**config.mk**
```make
export PLATFORM = sky130hd
export DESIGN_NAME = lpddr3_dqs_delay_trainer_flat
export DESIGN_NICKNAME = d
export VERILOG_FILES = /design/src/rtl/dqs_train_pkg.sv /design/src/rtl/lpddr3_dqs_delay_trainer_if.sv /design/src/rtl/dqs_eye_window_sampler.sv /design/src/rtl/lpddr3_dqs_delay_trainer.sv /design/src/flat_wrapper.sv
export SDC_FILE = /design/constraint.sdc
export NUM_CORES = 1
export LEC_CHECK = 0
export CAP_MARGIN = 10
export CORE_ASPECT_RATIO = 0.5
export CORE_MARGIN = 2
export CORE_UTILIZATION = 45
export DETAILED_ROUTE_END_ITERATION = 7
export HOLD_SLACK_MARGIN = 0.05
export PLACE_DENSITY = 0.6
export SLEW_MARGIN = 20
export SYNTH_ARGS = -nofsm -noshare
export SYNTH_HDL_FRONTEND = slang
export SYNTH_SLANG_ARGS = --single-unit
```
**constraint.sdc**
```tcl
create_clock -name FAB_CLK -period 4.5 [get_ports FAB_CLK]
set_clock_uncertainty 0.15 [all_clocks]
set_input_delay 1.35 -clock FAB_CLK [delete_from_list [all_inputs] [get_ports FAB_CLK]]
set_output_delay 1.35 -clock FAB_CLK [all_outputs]
set_load 0.05 [all_outputs]
```
**src/rtl/dqs_train_pkg.sv**
```systemverilog
// Shared types and constants for the LPDDR3 DQS delay trainer.
package dqs_train_pkg;

  localparam int TAP_W = 8;

  localparam logic DIR_INC = 1'b1;
  localparam logic DIR_DEC = 1'b0;

  typedef enum logic [3:0] {
    ST_IDLE,
    ST_LOAD,
    ST_CLEAR,
    ST_SETTLE,
    ST_SAMPLE,
    ST_EVAL,
    ST_MOVE,
    ST_GAP,
    ST_CENTER,
    ST_DONE,
    ST_ERR
  } train_state_e;

  typedef enum logic [1:0] {
    SP_IDLE,
    SP_SETTLE,
    SP_SAMPLE
  } sampler_phase_e;

  // Sum is formed one bit wider so LEFT + RIGHT near the top tap cannot wrap.
  function automatic logic [TAP_W-1:0] window_centre(input logic [TAP_W-1:0] left,
                                                     input logic [TAP_W-1:0] right);
    logic [TAP_W:0] sum;
    sum = {1'b0, left} + {1'b0, right};
    return sum[TAP_W:1];
  endfunction

endpackage

```
**src/rtl/lpddr3_dqs_delay_trainer_if.sv**
```systemverilog
// Fabric-side control/status bundle of one LPDDR3 DQS IOD lane.
interface lpddr3_dqs_delay_trainer_if;

  logic       DELAY_LINE_MOVE_0;
  logic       DELAY_LINE_DIRECTION_0;
  logic       DELAY_LINE_LOAD_0;
  logic       EYE_MONITOR_CLEAR_FLAGS_0;
  logic [2:0] EYE_MONITOR_LANE_WIDTH;
  logic       EYE_MONITOR_EARLY_0;
  logic       EYE_MONITOR_LATE_0;
  logic       DELAY_LINE_OUT_OF_RANGE_0;

  modport master (
    output DELAY_LINE_MOVE_0, DELAY_LINE_DIRECTION_0, DELAY_LINE_LOAD_0,
           EYE_MONITOR_CLEAR_FLAGS_0, EYE_MONITOR_LANE_WIDTH,
    input  EYE_MONITOR_EARLY_0, EYE_MONITOR_LATE_0, DELAY_LINE_OUT_OF_RANGE_0
  );

  modport slave (
    input  DELAY_LINE_MOVE_0, DELAY_LINE_DIRECTION_0, DELAY_LINE_LOAD_0,
           EYE_MONITOR_CLEAR_FLAGS_0, EYE_MONITOR_LANE_WIDTH,
    output EYE_MONITOR_EARLY_0, EYE_MONITOR_LATE_0, DELAY_LINE_OUT_OF_RANGE_0
  );

endinterface

```
**src/rtl/dqs_eye_window_sampler.sv**
```systemverilog
// Settle-then-observe window: waits SETTLE_CYCLES, then ORs early|late for SAMPLE_CYCLES.
module dqs_eye_window_sampler
  import dqs_train_pkg::*;
#(
  parameter int SETTLE_CYCLES = 8,
  parameter int SAMPLE_CYCLES = 16
) (
  input  logic clk,
  input  logic rst_n,
  input  logic start,
  input  logic cancel,
  input  logic early,
  input  logic late,
  output logic sampling,
  output logic done,
  output logic bad
);

  localparam logic [7:0] SETTLE_LAST = 8'(SETTLE_CYCLES - 1);
  localparam logic [7:0] SAMPLE_LAST = 8'(SAMPLE_CYCLES - 1);

  sampler_phase_e phase, next_phase;
  logic [7:0]     cnt;
  logic           last;

  always_comb begin
    next_phase = phase;
    last       = 1'b0;
    case (phase)
      SP_IDLE:   if (start) next_phase = SP_SETTLE;
      SP_SETTLE: if (cnt == SETTLE_LAST) next_phase = SP_SAMPLE;
      SP_SAMPLE: if (cnt == SAMPLE_LAST) begin
        next_phase = SP_IDLE;
        last       = 1'b1;
      end
      default:   next_phase = SP_IDLE;
    endcase
    if (cancel) begin
      next_phase = SP_IDLE;
      last       = 1'b0;
    end else if (start) begin
      next_phase = SP_SETTLE;
      last       = 1'b0;
    end
  end

  always_ff @(posedge clk or negedge rst_n) begin
    if (!rst_n) phase <= SP_IDLE;
    else        phase <= next_phase;
  end

  // bad is held after done so the controller can evaluate it a cycle later.
  always_ff @(posedge clk or negedge rst_n) begin
    if (!rst_n) begin
      cnt  <= '0;
      bad  <= 1'b0;
      done <= 1'b0;
    end else begin
      done <= last;
      if (cancel || phase != next_phase) cnt <= '0;
      else if (phase != SP_IDLE)         cnt <= cnt + 8'd1;
      if (!cancel && start)                         bad <= 1'b0;
      else if (!cancel && phase == SP_SAMPLE)       bad <= bad | early | late;
    end
  end

  assign sampling = (phase == SP_SAMPLE);

endmodule

```
**src/rtl/lpddr3_dqs_delay_trainer.sv**
```systemverilog
// Per-lane DQS delay trainer: sweeps the tap up, finds the clean eye edges, parks at the centre.
// Optional macro DQS_TRAIN_DEBUG_EN adds LEFT_TAP, RIGHT_TAP and SWEEP_ERR_CNT outputs.
module lpddr3_dqs_delay_trainer
  import dqs_train_pkg::*;
#(
  parameter int         TAP_MAX       = 127,
  parameter int         SETTLE_CYCLES = 8,
  parameter int         SAMPLE_CYCLES = 16,
  parameter logic [2:0] LANE_WIDTH    = 3'b001
) (
  input  logic                        FAB_CLK,
  input  logic                        ARST_N,
  input  logic                        START,
  input  logic                        ABORT,
  lpddr3_dqs_delay_trainer_if.master  lane,
  output logic                        BUSY,
  output logic                        DONE,
  output logic                        ERROR,
  output logic [TAP_W-1:0]            TAP
`ifdef DQS_TRAIN_DEBUG_EN
  ,
  output logic [TAP_W-1:0]            LEFT_TAP,
  output logic [TAP_W-1:0]            RIGHT_TAP,
  output logic [7:0]                  SWEEP_ERR_CNT
`endif
);

  localparam logic [TAP_W-1:0] TAP_LAST = TAP_W'(TAP_MAX);

  train_state_e     state, next_state;
  logic [TAP_W-1:0] tap, left, right, target;
  logic             left_found, in_center, aborting, dir;
  logic             busy_q, done_q, error_q;
  logic             sampler_start, sampling, sample_done, bad, oor;

  assign oor    = lane.DELAY_LINE_OUT_OF_RANGE_0;
  assign target = window_centre(left, right);

  dqs_eye_window_sampler #(
    .SETTLE_CYCLES(SETTLE_CYCLES),
    .SAMPLE_CYCLES(SAMPLE_CYCLES)
  ) u_sampler (
    .clk     (FAB_CLK),
    .rst_n   (ARST_N),
    .start   (sampler_start),
    .cancel  (ABORT),
    .early   (lane.EYE_MONITOR_EARLY_0),
    .late    (lane.EYE_MONITOR_LATE_0),
    .sampling(sampling),
    .done    (sample_done),
    .bad     (bad)
  );

  always_comb begin
    next_state    = state;
    sampler_start = 1'b0;
    case (state)
      ST_IDLE, ST_DONE, ST_ERR: if (START) next_state = ST_LOAD;
      ST_LOAD:   next_state = aborting ? ST_IDLE : ST_CLEAR;
      ST_CLEAR: begin
        sampler_start = 1'b1;
        next_state    = ST_SETTLE;
      end
      ST_SETTLE: if (sampling) next_state = ST_SAMPLE;
      ST_SAMPLE: if (sample_done) next_state = ST_EVAL;
      ST_EVAL: begin
        if (left_found && bad)   next_state = ST_CENTER;
        else if (tap == TAP_LAST) next_state = (left_found || !bad) ? ST_CENTER : ST_ERR;
        else                      next_state = ST_MOVE;
      end
      ST_MOVE:   next_state = ST_GAP;
      ST_GAP: begin
        if (in_center) next_state = ST_CENTER;
        else if (oor)  next_state = left_found ? ST_CENTER : ST_ERR;
        else           next_state = ST_CLEAR;
      end
      // The tap can never sit below the centre; treat that as a broken sweep.
      ST_CENTER: begin
        if (tap > target)       next_state = ST_MOVE;
        else if (tap == target) next_state = ST_DONE;
        else                    next_state = ST_ERR;
      end
      default:   next_state = ST_IDLE;
    endcase
    if (ABORT) begin
      next_state    = ST_LOAD;
      sampler_start = 1'b0;
    end
  end

  always_ff @(posedge FAB_CLK or negedge ARST_N) begin
    if (!ARST_N) state <= ST_IDLE;
    else         state <= next_state;
  end

  // The tap mirrors the delay line, so it follows every pulse even while aborting.
  always_ff @(posedge FAB_CLK or negedge ARST_N) begin
    if (!ARST_N)                tap <= '0;
    else if (state == ST_LOAD)  tap <= '0;
    else if (state == ST_MOVE)  tap <= (dir == DIR_INC) ? tap + 8'd1 : tap - 8'd1;
  end

  // Direction flips on entry to CENTER, a full cycle ahead of the first decrement.
  always_ff @(posedge FAB_CLK or negedge ARST_N) begin
    if (!ARST_N) begin
      left       <= '0;
      right      <= '0;
      left_found <= 1'b0;
      in_center  <= 1'b0;
      aborting   <= 1'b0;
      dir        <= DIR_INC;
      busy_q     <= 1'b0;
      done_q     <= 1'b0;
      error_q    <= 1'b0;
    end else if (ABORT) begin
      aborting <= 1'b1;
      busy_q   <= 1'b0;
    end else begin
      case (state)
        ST_IDLE, ST_DONE, ST_ERR: if (START) begin
          done_q     <= 1'b0;
          error_q    <= 1'b0;
          busy_q     <= 1'b1;
          left_found <= 1'b0;
          in_center  <= 1'b0;
          aborting   <= 1'b0;
          dir        <= DIR_INC;
        end
        ST_EVAL: begin
          if (!left_found && !bad) begin
            left       <= tap;
            left_found <= 1'b1;
          end
          if (left_found && bad)                          right <= tap - 8'd1;
          else if (tap == TAP_LAST && (left_found || !bad)) right <= TAP_LAST;
        end
        ST_GAP: if (!in_center && oor && left_found) right <= tap - 8'd1;
        default: ;
      endcase
      if (next_state == ST_CENTER) begin
        in_center <= 1'b1;
        dir       <= DIR_DEC;
      end
      if (next_state == ST_DONE && state != ST_DONE) begin
        done_q <= 1'b1;
        busy_q <= 1'b0;
      end
      if (next_state == ST_ERR && state != ST_ERR) begin
        error_q <= 1'b1;
        busy_q  <= 1'b0;
      end
    end
  end

`ifdef DQS_TRAIN_DEBUG_EN
  logic [7:0] err_cnt;

  always_ff @(posedge FAB_CLK or negedge ARST_N) begin
    if (!ARST_N)                                           err_cnt <= '0;
    else if (!ABORT && START && (state == ST_IDLE || state == ST_DONE || state == ST_ERR))
                                                           err_cnt <= '0;
    else if (state == ST_EVAL && bad && err_cnt != 8'hFF)  err_cnt <= err_cnt + 8'd1;
  end

  assign LEFT_TAP      = left;
  assign RIGHT_TAP     = right;
  assign SWEEP_ERR_CNT = err_cnt;
`endif

  assign lane.DELAY_LINE_MOVE_0         = (state == ST_MOVE);
  assign lane.DELAY_LINE_LOAD_0         = (state == ST_LOAD);
  assign lane.EYE_MONITOR_CLEAR_FLAGS_0 = (state == ST_CLEAR);
  assign lane.DELAY_LINE_DIRECTION_0    = dir;
  assign lane.EYE_MONITOR_LANE_WIDTH    = LANE_WIDTH;

  assign BUSY  = busy_q;
  assign DONE  = done_q;
  assign ERROR = error_q;
  assign TAP   = tap;

endmodule

```
**src/flat_wrapper.sv**
```systemverilog
// flat-port wrapper written by rule: the top's interface ports become plain ports
module lpddr3_dqs_delay_trainer_flat import dqs_train_pkg::*;
#(
  parameter int         TAP_MAX       = 127,
  parameter int         SETTLE_CYCLES = 8,
  parameter int         SAMPLE_CYCLES = 16,
  parameter logic [2:0] LANE_WIDTH    = 3'b001
)
  (FAB_CLK, ARST_N, START, ABORT, BUSY, DONE, ERROR, TAP, lane_DELAY_LINE_MOVE_0, lane_DELAY_LINE_DIRECTION_0, lane_DELAY_LINE_LOAD_0, lane_EYE_MONITOR_CLEAR_FLAGS_0, lane_EYE_MONITOR_LANE_WIDTH, lane_EYE_MONITOR_EARLY_0, lane_EYE_MONITOR_LATE_0, lane_DELAY_LINE_OUT_OF_RANGE_0);
  lpddr3_dqs_delay_trainer_if lane_i ();
  input  logic FAB_CLK;
  input  logic ARST_N;
  input  logic START;
  input  logic ABORT;
  output logic BUSY;
  output logic DONE;
  output logic ERROR;
  output logic [TAP_W-1:0] TAP;
  output wire logic [$bits(lane_i.DELAY_LINE_MOVE_0)-1:0] lane_DELAY_LINE_MOVE_0;
  output wire logic [$bits(lane_i.DELAY_LINE_DIRECTION_0)-1:0] lane_DELAY_LINE_DIRECTION_0;
  output wire logic [$bits(lane_i.DELAY_LINE_LOAD_0)-1:0] lane_DELAY_LINE_LOAD_0;
  output wire logic [$bits(lane_i.EYE_MONITOR_CLEAR_FLAGS_0)-1:0] lane_EYE_MONITOR_CLEAR_FLAGS_0;
  output wire logic [$bits(lane_i.EYE_MONITOR_LANE_WIDTH)-1:0] lane_EYE_MONITOR_LANE_WIDTH;
  input wire logic [$bits(lane_i.EYE_MONITOR_EARLY_0)-1:0] lane_EYE_MONITOR_EARLY_0;
  input wire logic [$bits(lane_i.EYE_MONITOR_LATE_0)-1:0] lane_EYE_MONITOR_LATE_0;
  input wire logic [$bits(lane_i.DELAY_LINE_OUT_OF_RANGE_0)-1:0] lane_DELAY_LINE_OUT_OF_RANGE_0;
  assign lane_DELAY_LINE_MOVE_0 = lane_i.DELAY_LINE_MOVE_0;
  assign lane_DELAY_LINE_DIRECTION_0 = lane_i.DELAY_LINE_DIRECTION_0;
  assign lane_DELAY_LINE_LOAD_0 = lane_i.DELAY_LINE_LOAD_0;
  assign lane_EYE_MONITOR_CLEAR_FLAGS_0 = lane_i.EYE_MONITOR_CLEAR_FLAGS_0;
  assign lane_EYE_MONITOR_LANE_WIDTH = lane_i.EYE_MONITOR_LANE_WIDTH;
  assign lane_i.EYE_MONITOR_EARLY_0 = lane_EYE_MONITOR_EARLY_0;
  assign lane_i.EYE_MONITOR_LATE_0 = lane_EYE_MONITOR_LATE_0;
  assign lane_i.DELAY_LINE_OUT_OF_RANGE_0 = lane_DELAY_LINE_OUT_OF_RANGE_0;
  lpddr3_dqs_delay_trainer #(.TAP_MAX(TAP_MAX), .SETTLE_CYCLES(SETTLE_CYCLES), .SAMPLE_CYCLES(SAMPLE_CYCLES), .LANE_WIDTH(LANE_WIDTH)) u_core (.FAB_CLK(FAB_CLK), .ARST_N(ARST_N), .START(START), .ABORT(ABORT), .lane(lane_i), .BUSY(BUSY), .DONE(DONE), .ERROR(ERROR), .TAP(TAP));
endmodule
```
[After elaboration in Yosys (flattened, before gate mapping)]
Cells that the tools add are included.
Storage, ports and cells
  register bits after elaboration: 47
  output and inout port bits: 18
Cells by class
  $add $sub $neg: 4
  order comparisons: 1
  equality and inequality tests: 26
  muxes and demuxes: 50
  bitwise gates (word level): 3
  reductions and logical operators: 42
Operator list (count)
  2-to-1 mux 8 bit: 8
  2-to-1 mux 4 bit: 9
  case mux 4 bit (9 select lines): 1
  nonzero test 2 bit: 14
  == test 4 bit, second input constant: 6
  2-to-1 mux 1 bit: 21
  adder 8 x 1 -> 8 bit, second input constant: 2
  == test 4 x 3 -> 1 bit, second input constant: 4
  2-to-1 mux 2 bit: 8
  case mux 8 bit (2 select lines): 1
  AND reduction 3 bit: 4
  adder 8 x 8 -> 9 bit: 1
  logical AND 1 bit: 9
  == test 4 x 2 -> 1 bit, second input constant: 2
  == test 8 x 3 -> 1 bit, second input constant: 1
  == test 8 x 4 -> 1 bit, second input constant: 1
  == test 8 x 7 -> 1 bit, second input constant: 1
  == test 8 bit: 1
  > comparator 8 bit: 1
  != test 4 bit, second input constant: 2
  AND reduction 4 bit: 2
  nonzero test 4 bit: 2
  subtractor 8 x 1 -> 8 bit, second input constant: 1
  case mux 2 bit (3 select lines): 1
  other kinds (16): 23

[Depth between registers and ports, before layout]
  depth after elaboration: 12
  depth in mapped cells: 15
  mapped depth without buffers: 15

[Modules after synthesis]
Synthesis repeated with hierarchy kept, for this count alone.
Second synthesis, totals
  cell total of the unflattened synthesis: 342
  area, all modules: 3215.6 um^2
Modules (own cells, without submodules)
  lpddr3_dqs_delay_trainer: times used 1, cells each 274, area each 2577.5 um^2, seq. area each 877.1 um^2
  dqs_eye_window_sampler: times used 1, cells each 68, area each 638.1 um^2, seq. area each 300.3 um^2

[Worst setup path before layout]
No wires, ideal clock.
  path kind: register -> register
  start point: register u_core.right[0]
  end point: register u_core.busy_q, in the netlist u_core.BUSY
  setup time: 119 ps
  arrival: 3071 ps
  required time: 4231 ps
  setup slack: 1160 ps
  stages on the path, launching flop included: 16
  path buffers: 0
  clock period less this slack: 3340 ps
  cells stage by stage: dfrtp_1 -> and2_1 -> fa_1 -> a21o_1 -> a21oi_1 -> o21bai_1 -> a21oi_1 -> nor2_1 -> a211oi_1 -> ha_1 -> nand4_1 -> o21ai_0 -> a41oi_2 -> nand4_1 -> a21boi_0 -> o21a_1
Between the ends
  cells in the longest elaborated chain, start to end: 11
  elaborated cells between the ends (all ways): 17
  classes of those cells: 1 x add/sub; 1 x order compare; 3 x eq/ne; 7 x mux; 5 x reduce/logical
Ends and longest elaborated chain
  start: declaration: RTL line lpddr3_dqs_delay_trainer.sv:31  | logic [TAP_W-1:0] tap, left, right, target;
  start signal: assignment: RTL line lpddr3_dqs_delay_trainer.sv:134  | if (left_found && bad) right <= tap - 8'd1;
  start signal: assignment: RTL line lpddr3_dqs_delay_trainer.sv:137  | ST_GAP: if (!in_center && oor && left_found) right <= tap - 8'd1;
  adder 8 x 8 -> 9 bit *: RTL line dqs_train_pkg.sv:33  | sum = {1'b0, left} + {1'b0, right};
  branches (longest 2 deep; another with > comparator 8 bit)
  2-to-1 mux 4 bit *: RTL line lpddr3_dqs_delay_trainer.sv:79  | if (tap > target) next_state = ST_MOVE;
  case mux 4 bit (9 select lines) *: RTL line lpddr3_dqs_delay_trainer.sv:57  | case (state)
  2-to-1 mux 4 bit *: RTL line lpddr3_dqs_delay_trainer.sv:85  | if (ABORT) begin
  net u_core.next_state[1]: RTL line lpddr3_dqs_delay_trainer.sv:30  | train_state_e state, next_state;
  == test 4 bit: RTL line lpddr3_dqs_delay_trainer.sv:144  | if (next_state == ST_DONE && state != ST_DONE) begin
  logical AND 1 bit: RTL line lpddr3_dqs_delay_trainer.sv:144
  2-to-1 mux 1 bit: RTL line lpddr3_dqs_delay_trainer.sv:144
  2-to-1 mux 1 bit: RTL line lpddr3_dqs_delay_trainer.sv:148  | if (next_state == ST_ERR && state != ST_ERR) begin
  2-to-1 mux 1 bit: RTL line lpddr3_dqs_delay_trainer.sv:115  | end else if (ABORT) begin
  end signal: assignment: RTL line lpddr3_dqs_delay_trainer.sv:117  | busy_q <= 1'b0;
  end signal: assignment: RTL line lpddr3_dqs_delay_trainer.sv:146  | busy_q <= 1'b0;
  end signal: assignment: RTL line lpddr3_dqs_delay_trainer.sv:150  | busy_q <= 1'b0;
  end: declaration: RTL line lpddr3_dqs_delay_trainer.sv:33  | logic busy_q, done_q, error_q;
Mark *: on every way through the listed nets, which the timed path passes.
A chain may end at the register's enable or synchronous reset.

[Worst setup path in the final report]
  start point: register u_core.state[1]
  end point: output port lane_DELAY_LINE_MOVE_0
Between the ends
  cells in the longest elaborated chain, start to end: 1
Ends and longest elaborated chain
  start: declaration: RTL line lpddr3_dqs_delay_trainer.sv:30
  start signal: assignment: RTL line lpddr3_dqs_delay_trainer.sv:93  | else state <= next_state;
  == test 4 x 3 -> 1 bit: RTL line lpddr3_dqs_delay_trainer.sv:170  | assign lane.DELAY_LINE_MOVE_0 = (state == ST_MOVE);
  end: declaration: RTL line flat_wrapper.sv:19  | output wire logic [$bits(lane_i.DELAY_LINE_MOVE_0)-1:0] lane_DELAY_LINE_MOVE_0;
No other way between the ends.

==> summary.md <==
| Metric | Value |
|---|---|
| Status | `finished, final reports clean` |
| Cell area after placement | `roughly 3400 µm²` |
| Port Buffers | `21` |
| RePlAce Congestion | `between 0.8 and 0.9` |
| VDD IR-drop max | `approximately 170 µV` |
| Final setup TNS | `0 ns` |
| Routed vias | `2553` |
| Slew Viols, Final | `0` |
| CP Capture Type | `output port` |
| Die ar. | `between 7000 and 8000 µm²` |
| Setup ws final | `around 0.31 ns` |
| Prevailing post-synth register cell | `dfrtp_1` |
| Post-synth EDFFs | `0` |
| Final Hold Fails | `0` |
| Number of synthesized register bits | `47` |
| Ys Warns | `0` |
| Flop2flop setup slack | `about 0.77 ns` |
| Critical Path Source Type | `register` |
| CTS tree | `yes` |
| Mapped Cells | `about 340` |
| Largest net degree at the start of global routing | `between 40 and 50` |
| Vias in the first global route | `around 2500` |
| FP Rows | `21` |
| Layout area overhead | `14.1%` |
| Switching Share | `0.251` |
| Setup WS pre-CTS | `0.669 ns` |
| Initial antenna violation count | `0` |
| Tcrit/Tclk final | `0.930` |
| Power Internal | `roughly 810 µW` |
| Clock slew at reported path FFs | `0.07 ns` |
| Global-route wire length before repair | `about 12000 µm` |
| Hold Crit Class | `reg -> reg` |
| Sequential power share | `0.429` |
| Synth async-reset ratio | `1.00` |
| Tot Pwr | `roughly 1.1 mW` |
| Maxcap violations | `0` |
| Sw Pwr | `270 µW` |
| First DRT Iteration DRCs | `around 150` |
| Worst r2r src | `u_core.right[0]$_DFFE_PN0P_` |
| Final Setup Violations | `0` |
| R2r worst-path depth | `15` |
| Gr busiest metal | `met2` |
| M2 GR Usage | `0.321` |
| Post-route cell area | `about 3600 µm²` |
| Slew of the pin with the lowest slew margin | `0.638 ns` |
| Post-synthesis cell area | `3110 µm²` |
| Drt wl/cell | `15.6 µm` |
| Initial Util | `0.465` |
| Later-pin clock latency in the skew report | `0.29 ns` |
| Layout cells sized above 1 | `0.0861` |
| Fill cells | `604` |
| Placed Cells | `444` |
| Final Non-Filler Cells | `between 400 and 500` |
| Leak | `approximately 1.6 nW` |
| Number of buffers created by CTS | `5` |
| CP required | `~3 ns` |
| Post-DRT Antenna Nets | `0` |
| Clock Path Buffers | `2` |
| GRT Util Overall | `0.201` |
| Synth unique cells | `60` |
| Hold EP | `u_core.aborting$_DFFE_PN0P_` |
| ANT cells | `0` |
| Final design utilization | `0.530` |
| Final WL | `roughly 7100 µm` |
| Placeable Area | `between 6000 and 7000 µm²` |
| Worst Hold Depth | `2` |
| Die H | `about 63 µm` |
| Critical R2R Capture | `u_core.BUSY$_DFFE_PN0P_` |
| Avg Cell Area, Syn | `approximately 9.1 µm²` |
| Met3 GRT Util | `0.0484` |
| Sequential share of the synthesized area | `0.378` |
| Total gr overflow | `0` |
| Post_cts resized | `0` |
| H-tree Lvls | `2` |
| Nets | `385` |
| Power Density | `around 300 nW/µm²` |
| Post-CTS Hold Fix Bufs | `0` |
| Root buf cell | `clkbuf_16` |
| Hold Startpoint | `u_core.aborting$_DFFE_PN0P_` |
| Comb pwr share | `0.130` |
| Clock sink total | `47` |
| Post-CTS setup buffers | `0` |
| CP arrival | `roughly 2.7 ns` |
| Met1 Use GR | `0.283` |
| Final min period | `roughly 4.2 ns` |
| Final HPWL DP | `about 5100 µm` |
| I/O pins | `25` |
| Drt drc | `0` |
| RSZ-0062 raised after global routing | `no` |
| Worst Path Max Fanout | `17` |
| Worst hold slack | `about 0.33 ns` |
| Critical path class | `reg -> out` |
| Via density | `approximately 5.6` |
| Drt pass-1 iters | `6` |
| Slew headroom | `0.574` |
| Max frequency | `0.239 GHz` |
| Die Wd | `122 µm` |
| Clock network fraction of total power | `0.440` |
kinds of logic after synthesis:
kind of cell,after synthesis,share of synthesized area
buffers and inverters,36,0.0538
XOR/XNOR,19,0.0534
adder cells (fa/ha/maj),19,0.0787
other,2,0.00241
flip-flops,47,0.378
AND/OR/NAND/NOR,118,0.208
AO/OA/AOI/OAI,92,0.187
multiplexers,11,0.0386
layout make-up:
cell class | count | area, µm² | area share
timing repair buffer | 23 | 223 | 0.0627
inverter | 20 | 75.1 | 0.0211
clock buffer | 6 | 129 | 0.0363
tap | 92 | 115 | 0.0324
sequential | 47 | 1180 | 0.331
clock inverter | 2 | 60.1 | 0.0169
multi-input combinational | 262 | 1770 | 0.499
state kept, by name, summed over array words and instances (netlist names), 2 cells and up:
| signal | flops |
|---|---|
| u_core.TAP | 8 |
| u_core.left | 8 |
| u_core.right | 8 |
| u_core.state | 4 |
| u_core.u_sampler.cnt | 8 |
| u_core.u_sampler.phase | 2 |
layer usage:
layer | up-vias | part of all wire
li1 | 1256 | -
met1 | 1259 | 0.50
met2 | 34 | 0.46
met3 | 4 | 0.035
met4 | 0 | 0.0035
met5 | - | 0
power by group through the flow:
| stage | registers, mW | logic [mW] | clock network (mW) |
|---|---|---|---|
| 2_1_floorplan | 0.464 | 0.104 | 0 |
| 3_3_place_gp | 0.471 | 0.138 | 0 |
| 3_5_place_dp | 0.471 | 0.140 | 0 |
| 4_1_cts | 0.463 | 0.141 | 0.489 |
| 5_1_grt | 0.467 | 0.157 | 0.510 |
| 6_report | 0.463 | 0.140 | 0.475 |
worst max-delay path by stage:
stage	start	end	slack [ns]	cells past startpoint
after global routing	u_core.state[1]$_DFF_PN0_	lane_DELAY_LINE_MOVE_0	0.19	4
after floorplan	u_core.right[0]$_DFFE_PN0P_	u_core.BUSY$_DFFE_PN0P_	1.16	15
after CTS	u_core.state[1]$_DFF_PN0_	lane_DELAY_LINE_MOVE_0	0.36	4
after global placement	u_core.state[1]$_DFF_PN0_	lane_DELAY_LINE_MOVE_0	0.62	4
final	u_core.state[1]$_DFF_PN0_	lane_DELAY_LINE_MOVE_0	0.31	4
after detailed placement	u_core.state[1]$_DFF_PN0_	lane_DELAY_LINE_MOVE_0	0.67	4
placed cells by master, fill, tap and decap left out, drive strengths merged, types with 10 or more instances in the layout:
cell / n
a21oi: 28
clkdlybuf4s50: 20
dfrtp: 46
ha: 18
inv: 19
nand2: 24
nand4: 11
nor2: 35
o21ai: 25
xor2: 10
cells in the mapped netlist (all sizes together), types with 6 or more instances:
cell / n / share of area
dfrtp: 46 / 0.37
nor2: 35 / 0.042
a21oi: 28 / 0.045
o21ai: 25 / 0.040
nand2: 24 / 0.029
inv: 19 / 0.023
ha: 18 / 0.072
buf: 13 / 0.026
nand4: 11 / 0.022
xor2: 10 / 0.028
xnor2: 9 / 0.025
mux2: 8 / 0.029
nor3: 8 / 0.013
a21o: 6 / 0.014
nand2b: 6 / 0.012
nor2b: 6 / 0.012
critical path, stage by stage (launching register included):
cell and delay (ns):
dfrtp_1 0.67, nor2b_1 0.40, nand2_1 0.26, clkinv_1 0.23
clkdlybuf4s50_1 0.84
No activity file was read; power rests on OpenSTA's default activity.
